===== src/rtl/stack_unit.sv =====
// ---------------------------------------------------------------------------
// stack_unit
//
// Hardware operand stack (LIFO) for the multi-cycle stack CPU. The controller
// drives push/pop/tos strobes directly; the popped or top-of-stack word comes
// back in a registered d_out one cycle later, flagged by a one-cycle d_valid.
//
// Optional feature macro: STACK_ERR_TRAP_EN
//   defined   : overflow/underflow events set sticky ovf_err/unf_err flags.
//   undefined : ovf_err/unf_err are tied to 0, no flag registers exist.
//
// Ports:
//   clk      in   rising-edge system clock
//   rst      in   asynchronous, active-low reset
//   push     in   write d_in as the new top-of-stack
//   pop      in   remove top-of-stack and copy it to d_out
//   tos      in   copy top-of-stack to d_out without removing it
//   d_in     in   [WIDTH-1:0] word to push
//   d_out    out  [WIDTH-1:0] registered read result
//   d_valid  out  pulse: d_out was updated by the previous edge
//   count    out  [CW-1:0] number of entries, 0..DEPTH
//   empty    out  count == 0
//   full     out  count == DEPTH
//   ovf_err  out  sticky overflow flag
//   unf_err  out  sticky underflow flag
//
// Command semantics: push/pop/tos are single-cycle strobes sampled on every
// rising edge. There is no ready/back-pressure; every command is either
// carried out at that edge or fails without changing any state. d_valid is a
// one-cycle response pulse for a successful pop, tos or push+pop swap.
// ---------------------------------------------------------------------------
module stack_unit #(
    parameter int WIDTH = 8,
    parameter int DEPTH = 8,
    parameter int CW    = $clog2(DEPTH + 1)
) (
    input  logic             clk,
    input  logic             rst,
    input  logic             push,
    input  logic             pop,
    input  logic             tos,
    input  logic [WIDTH-1:0] d_in,
    output logic [WIDTH-1:0] d_out,
    output logic             d_valid,
    output logic [CW-1:0]    count,
    output logic             empty,
    output logic             full,
    output logic             ovf_err,
    output logic             unf_err
);

    localparam int          AW       = (DEPTH > 1) ? $clog2(DEPTH) : 1;
    localparam logic [CW-1:0] FULL_CNT = CW'(DEPTH);

    logic [WIDTH-1:0] mem [DEPTH];
    logic [CW-1:0]    sp;
    logic [CW-1:0]    sp_nxt;
    logic [AW-1:0]    top_idx;
    logic [AW-1:0]    sp_idx;
    logic             mem_we;
    logic [AW-1:0]    mem_waddr;
    logic             rd_en;

    assign count = sp;
    assign empty = (sp == '0);
    assign full  = (sp == FULL_CNT);

    // top_idx is only used when the stack is non-empty and sp_idx only when
    // it is not full, so the truncations below never select a bad entry.
    assign top_idx = AW'(sp - CW'(1));
    assign sp_idx  = AW'(sp);

    // Command decode. push and pop together form a swap; tos only counts
    // when neither push nor pop is asserted.
    always_comb begin
        mem_we    = 1'b0;
        mem_waddr = top_idx;
        rd_en     = 1'b0;
        sp_nxt    = sp;
        if (push && pop) begin
            if (!empty) begin
                // Swap: read the old top and overwrite it in the same edge.
                mem_we    = 1'b1;
                mem_waddr = top_idx;
                rd_en     = 1'b1;
            end else begin
                // Nothing to pop: degrade to a plain push (cannot be full).
                mem_we    = 1'b1;
                mem_waddr = sp_idx;
                sp_nxt    = sp + CW'(1);
            end
        end else if (push) begin
            if (!full) begin
                mem_we    = 1'b1;
                mem_waddr = sp_idx;
                sp_nxt    = sp + CW'(1);
            end
        end else if (pop) begin
            if (!empty) begin
                rd_en  = 1'b1;
                sp_nxt = sp - CW'(1);
            end
        end else if (tos) begin
            rd_en = !empty;
        end
    end

    // Storage array is intentionally not reset; entries are only read after
    // being written because sp guards every access.
    always_ff @(posedge clk) begin
        if (mem_we) begin
            mem[mem_waddr] <= d_in;
        end
    end

    always_ff @(posedge clk or negedge rst) begin
        if (!rst) begin
            sp      <= '0;
            d_out   <= '0;
            d_valid <= 1'b0;
        end else begin
            sp      <= sp_nxt;
            d_valid <= rd_en;
            if (rd_en) begin
                d_out <= mem[top_idx];
            end
        end
    end

`ifdef STACK_ERR_TRAP_EN
    logic ovf_ev;
    logic unf_ev;

    // Overflow: a lone push into a full stack (a swap never overflows).
    // Underflow: pop (alone or as swap) or a lone tos on an empty stack.
    assign ovf_ev = push && !pop && full;
    assign unf_ev = empty && (pop || (tos && !push));

    always_ff @(posedge clk or negedge rst) begin
        if (!rst) begin
            ovf_err <= 1'b0;
            unf_err <= 1'b0;
        end else begin
            if (ovf_ev) ovf_err <= 1'b1;
            if (unf_ev) unf_err <= 1'b1;
        end
    end
`else
    assign ovf_err = 1'b0;
    assign unf_err = 1'b0;
`endif

endmodule


===== config.mk =====
export PLATFORM = sky130hd
export DESIGN_NAME = stack_unit
export DESIGN_NICKNAME = d
export VERILOG_FILES = /design/src/rtl/stack_unit.sv
export SDC_FILE = /design/constraint.sdc
export NUM_CORES = 1
export LEC_CHECK = 0
export BUFFER_PORTS_ARGS = -buffer_cell sky130_fd_sc_hd__buf_2
export CORE_MARGIN = 2
export CORE_UTILIZATION = 60
export DETAILED_ROUTE_END_ITERATION = 7
export PLACE_DENSITY = 0.8
export SYNTH_ARGS = -nofsm -noshare
export SYNTH_HDL_FRONTEND = slang
export SYNTH_SLANG_ARGS = --single-unit

===== constraint.sdc =====
create_clock -name clk -period 4.5 [get_ports clk]
set_input_delay 0.225 -clock clk [delete_from_list [all_inputs] [get_ports clk]]
set_output_delay 0.225 -clock clk [all_outputs]
set_load 0.03 [all_outputs]

==> impl_metrics.csv <==
group,metric,value,unit
outcome,status,"finished clean",
clock_tree,clkLatencyLatePin,0.35,ns
die,die_width,78.2,um
yosys,avgSynthCellArea,15.2,um^2
timing,setup_violations,0,
die,die_height,78.2,um
yosys,synth_top_family_by_area,"multiplexers",
cells_and_area,post_route_cells_drive_above_1_share,32.5,%
placed_design,placement.io_buffers,27,
yosys,synth_adder_area_share,1.44,%
timing,unrepaired_setup_endpoints_after_global_routing,"false",
die,ioPinCount,30,
power_and_ir_drop,power.ir.vdd_worst,0.366,mV
cells_and_area,antennaDiodeCount,0,
timing,finalCritPeriodShare,76.8,%
route,drc,0,
clock_tree,tritoncts_num_sinks,77,
grt,wire_length_of_the_first_global_routing_pass,10200,um
setup_path,reg2reg_slack,1.05,ns
yosys,postSynthCellCount,218,
cells_and_area,filler_cell_count,385,
timing,finalCriticalPeriod,3.45,ns
route,post_drt_via_cell_ratio,6.00,
setup_path,startpoint_type_of_the_worst_setup_path,"flip-flop",
setup_path,critical_path_required,4.47,ns
clock_tree,cts_repair_resize_count,0,
cells_and_area,layout-area-overhead-vs-synth,12.5,%
setup_path,biggest_cell_delay_along_the_critical_path,0.86,ns
die,die_area,6120,um^2
placed_design,detailedPlacementHpwl,4450,um
cells_and_area,final_common_cell,"sky130_fd_sc_hd__edfxtp_1",
clock_tree,post_cts.repair.setup_buffers,0,
timing,max_clock_freq,0.289,GHz
yosys,synth_enable_flop_cells,64,
timing,timing.final.hold_violations,0,
power_and_ir_drop,pwr_density_cell,762,nW/um^2
setup_path,crit_end_element,"flip-flop",
yosys,synth_simple_gate_area_share,6.13,%
power_and_ir_drop,leakage,0.00133,uW
route,wirelength,6550,um
die,initial_core_util,61.1,%
timing,relSlewSlack,26.7,%
setup_path,crit_start,"count[0]$_DFFE_PN0P_",
clock_tree,clock_tree_from_tritoncts,"built",
setup_path,cp_num_cells,6,
route,dr.pass1.iters,4,
clock_tree,cts.reportedPaths.clkPinSlew,0.08,ns
yosys,sequential_area_share_after_synthesis,68.0,%
worst_hold_path,timing.hold.worst.class,"input port to flip-flop",
setup_path,critical_path.n_buffers_inverters,1,
yosys,count_of_different_cell_masters_after_synthesis,37,
route,drt-initial-drc-count,137,
timing,clock-skew-final,0.0111,ns
setup_path,arrival_time_of_data_at_the_critical_path_endpoint,3.43,ns
yosys,xor_and_xnor_area_share_after_synthesis,1.33,%
die,core_region_area,5410,um^2
yosys,synth.ff_latch_count,77,
route,final_antenna_net_count,0,
setup_path,crit_chain,"inv_1, ha_1, or3b_1, a21oi_4, mux2_2, nor3_1",
setup_path,r2r_cells,6,
grt,grt_use_total,23.3,%
route,average_detailed_routed_wire_length_per_instance,20.0,um
yosys,synthFlopType,"sky130_fd_sc_hd__edfxtp_1",
route,route.vias.total,1961,
job,maxCapViolCount,0,
die,rows,27,
grt,number_of_global_route_vias_before_repair,1868,
clock_tree,clock_tree.buffer_depth,2,
cells_and_area,final_cell_area,3720,um^2
cells_and_area,most-common-layout-cells,"sky130_fd_sc_hd__edfxtp_1, sky130_fd_sc_hd__mux2_2, sky130_fd_sc_hd__buf_2",
clock_tree,clock_tree.root_cell,"sky130_fd_sc_hd__clkbuf_8",
timing,tightest_slew,1.09,ns
setup_path,worst_flop_to_flop_path_endpoint,"mem[3][5]$_DFFE_PP_",
yosys,synth_area,3300,um^2
yosys,yosys_warnings,0,
clock_tree,holdBufCountCts,1,
grt,largest_net_degree_at_the_start_of_global_routing,36,
setup_path,critical_path.top_delay_family,"simple AND/OR/NAND/NOR gates",
grt,antenna_found_initial,0,
setup_path,timing_worst_setup_path_type,"flip-flop to flip-flop",
clock_tree,h-tree-depth,3,
grt,grt.overflow.total,0,
power_and_ir_drop,post-layout-total-power,2830,uW
setup_path,cp-endpoint,"mem[3][5]$_DFFE_PP_",
yosys,post_synthesis_compound_gate_area_fraction,8.48,%
placed_design,dpl-instance-area,3500,um^2
placed_design,routabilityCongestion,0.881,
cells_and_area,finalNetCount,266,
setup_path,worst_flop_to_flop_path_startpoint,"count[0]$_DFFE_PN0P_",
setup_path,timing.critical_path.fanout_max,9,
yosys,asyncSetResetFlopFracSynth,16.9,%
yosys,synthMuxAreaShare,11.9,%
timing,drv_slew,0,
timing,final.setup.tns,0,ns
clock_tree,cts_made_buffers,9,
setup_path,critical-path-slowest-cell,"sky130_fd_sc_hd__nor3_1",
==> worst min-delay path by stage <==
stage	slack [ns]	to	startpoint	cells after the start
2_1_floorplan	-0.07	count[0]$_DFFE_PN0P_	rst	0
3_3_place_gp	0.15	count[2]$_DFFE_PN0P_	rst	1
3_5_place_dp	0.15	count[3]$_DFFE_PN0P_	rst	1
4_1_cts	0.17	mem[5][6]$_DFFE_PP_	d_in[6]	1
5_1_grt	0.19	mem[5][6]$_DFFE_PP_	d_in[6]	1
6_report	0.18	mem[5][6]$_DFFE_PP_	d_in[6]	1
==> registers in the layout, summed over array words and instances, names as in the netlist <==
name and cells:
mem 64, count 4, d_out 8, d_valid 1
==> metrics by stage <==
stage	hold WS, ns	setup WS [ns]	instances	util, %
final	0.181	1.05	327	68.8
after global routing	0.190	0.790	327	68.8
after floorplan	-0.0706	1.36	219	-
after detailed placement	0.149	1.07	310	64.7
after CTS	0.173	1.04	327	68.8
after global placement	0.146	1.21	310	64.7
==> metal layers <==
| layer | vias to the layer above | track usage [%] | wire (um) |
|---|---|---|---|
| met5 | - | 0 | 0 |
| met4 | 0 | 11.2 | 140 |
| met3 | 11 | 3.10 | 416 |
| met2 | 65 | 38.0 | 3210 |
| met1 | 977 | 31.4 | 2780 |
| li1 | 908 | - | - |
==> worst reg2reg max path: stages (launching register included) <==
cell and delay (ns):
sky130_fd_sc_hd__dfrtp_1 0.48, sky130_fd_sc_hd__inv_1 0.23, sky130_fd_sc_hd__ha_1 0.36, sky130_fd_sc_hd__or3b_1 0.51, sky130_fd_sc_hd__a21oi_4 0.22, sky130_fd_sc_hd__mux2_2 0.40, sky130_fd_sc_hd__nor3_1 0.86
==> synth_stat cells (2+ instances only) <==
cell	count	area share, %
sky130_fd_sc_hd__edfxtp_1	64	58
sky130_fd_sc_hd__mux2_2	33	11
sky130_fd_sc_hd__o22ai_1	16	3.0
sky130_fd_sc_hd__nand2_1	15	1.7
sky130_fd_sc_hd__dfrtp_1	13	9.8
sky130_fd_sc_hd__nor3_1	12	1.8
sky130_fd_sc_hd__o31ai_1	8	1.8
sky130_fd_sc_hd__buf_2	7	1.1
sky130_fd_sc_hd__o21ai_0	6	0.91
sky130_fd_sc_hd__inv_1	5	0.57
sky130_fd_sc_hd__buf_4	3	0.68
sky130_fd_sc_hd__ha_1	3	1.1
sky130_fd_sc_hd__xor2_1	3	0.80
sky130_fd_sc_hd__a211oi_1	2	0.45
sky130_fd_sc_hd__clkbuf_1	2	0.23
sky130_fd_sc_hd__mux2i_1	2	0.61
sky130_fd_sc_hd__nor2b_1	2	0.38
sky130_fd_sc_hd__o211ai_1	2	0.45
sky130_fd_sc_hd__xnor2_1	2	0.53
==> where the power goes <==
part / switching (uW) / total [uW] / internal, uW
logic: 748 / 1240 / 493
registers: 86.5 / 1040 / 953
clock network: 239 / 549 / 310
total: 1070 / 2830 / 1760
==> logic make-up after synthesis <==
| group | count (synthesis) |
|---|---|
| adders and majority gates | 4 |
| other | 1 |
| and+or+nand+nor | 38 |
| DFF | 77 |
| muxes | 35 |
| AOI/OAI and AO/OA | 40 |
| buffers and inverters | 18 |
| xor gates and xnor gates | 5 |
==> cell type report <==
cell class	instances	area, um^2	share of cell area, %
clock buffer	11	131	3.54
clock inverter	5	76.3	2.05
inverter	6	22.5	0.606
multi-input combinational	124	973	26.2
sequential	77	2250	60.5
tap	72	90.1	2.42
timing repair buffer	32	175	4.71
Note: power is estimated with default switching activity, not from simulation.
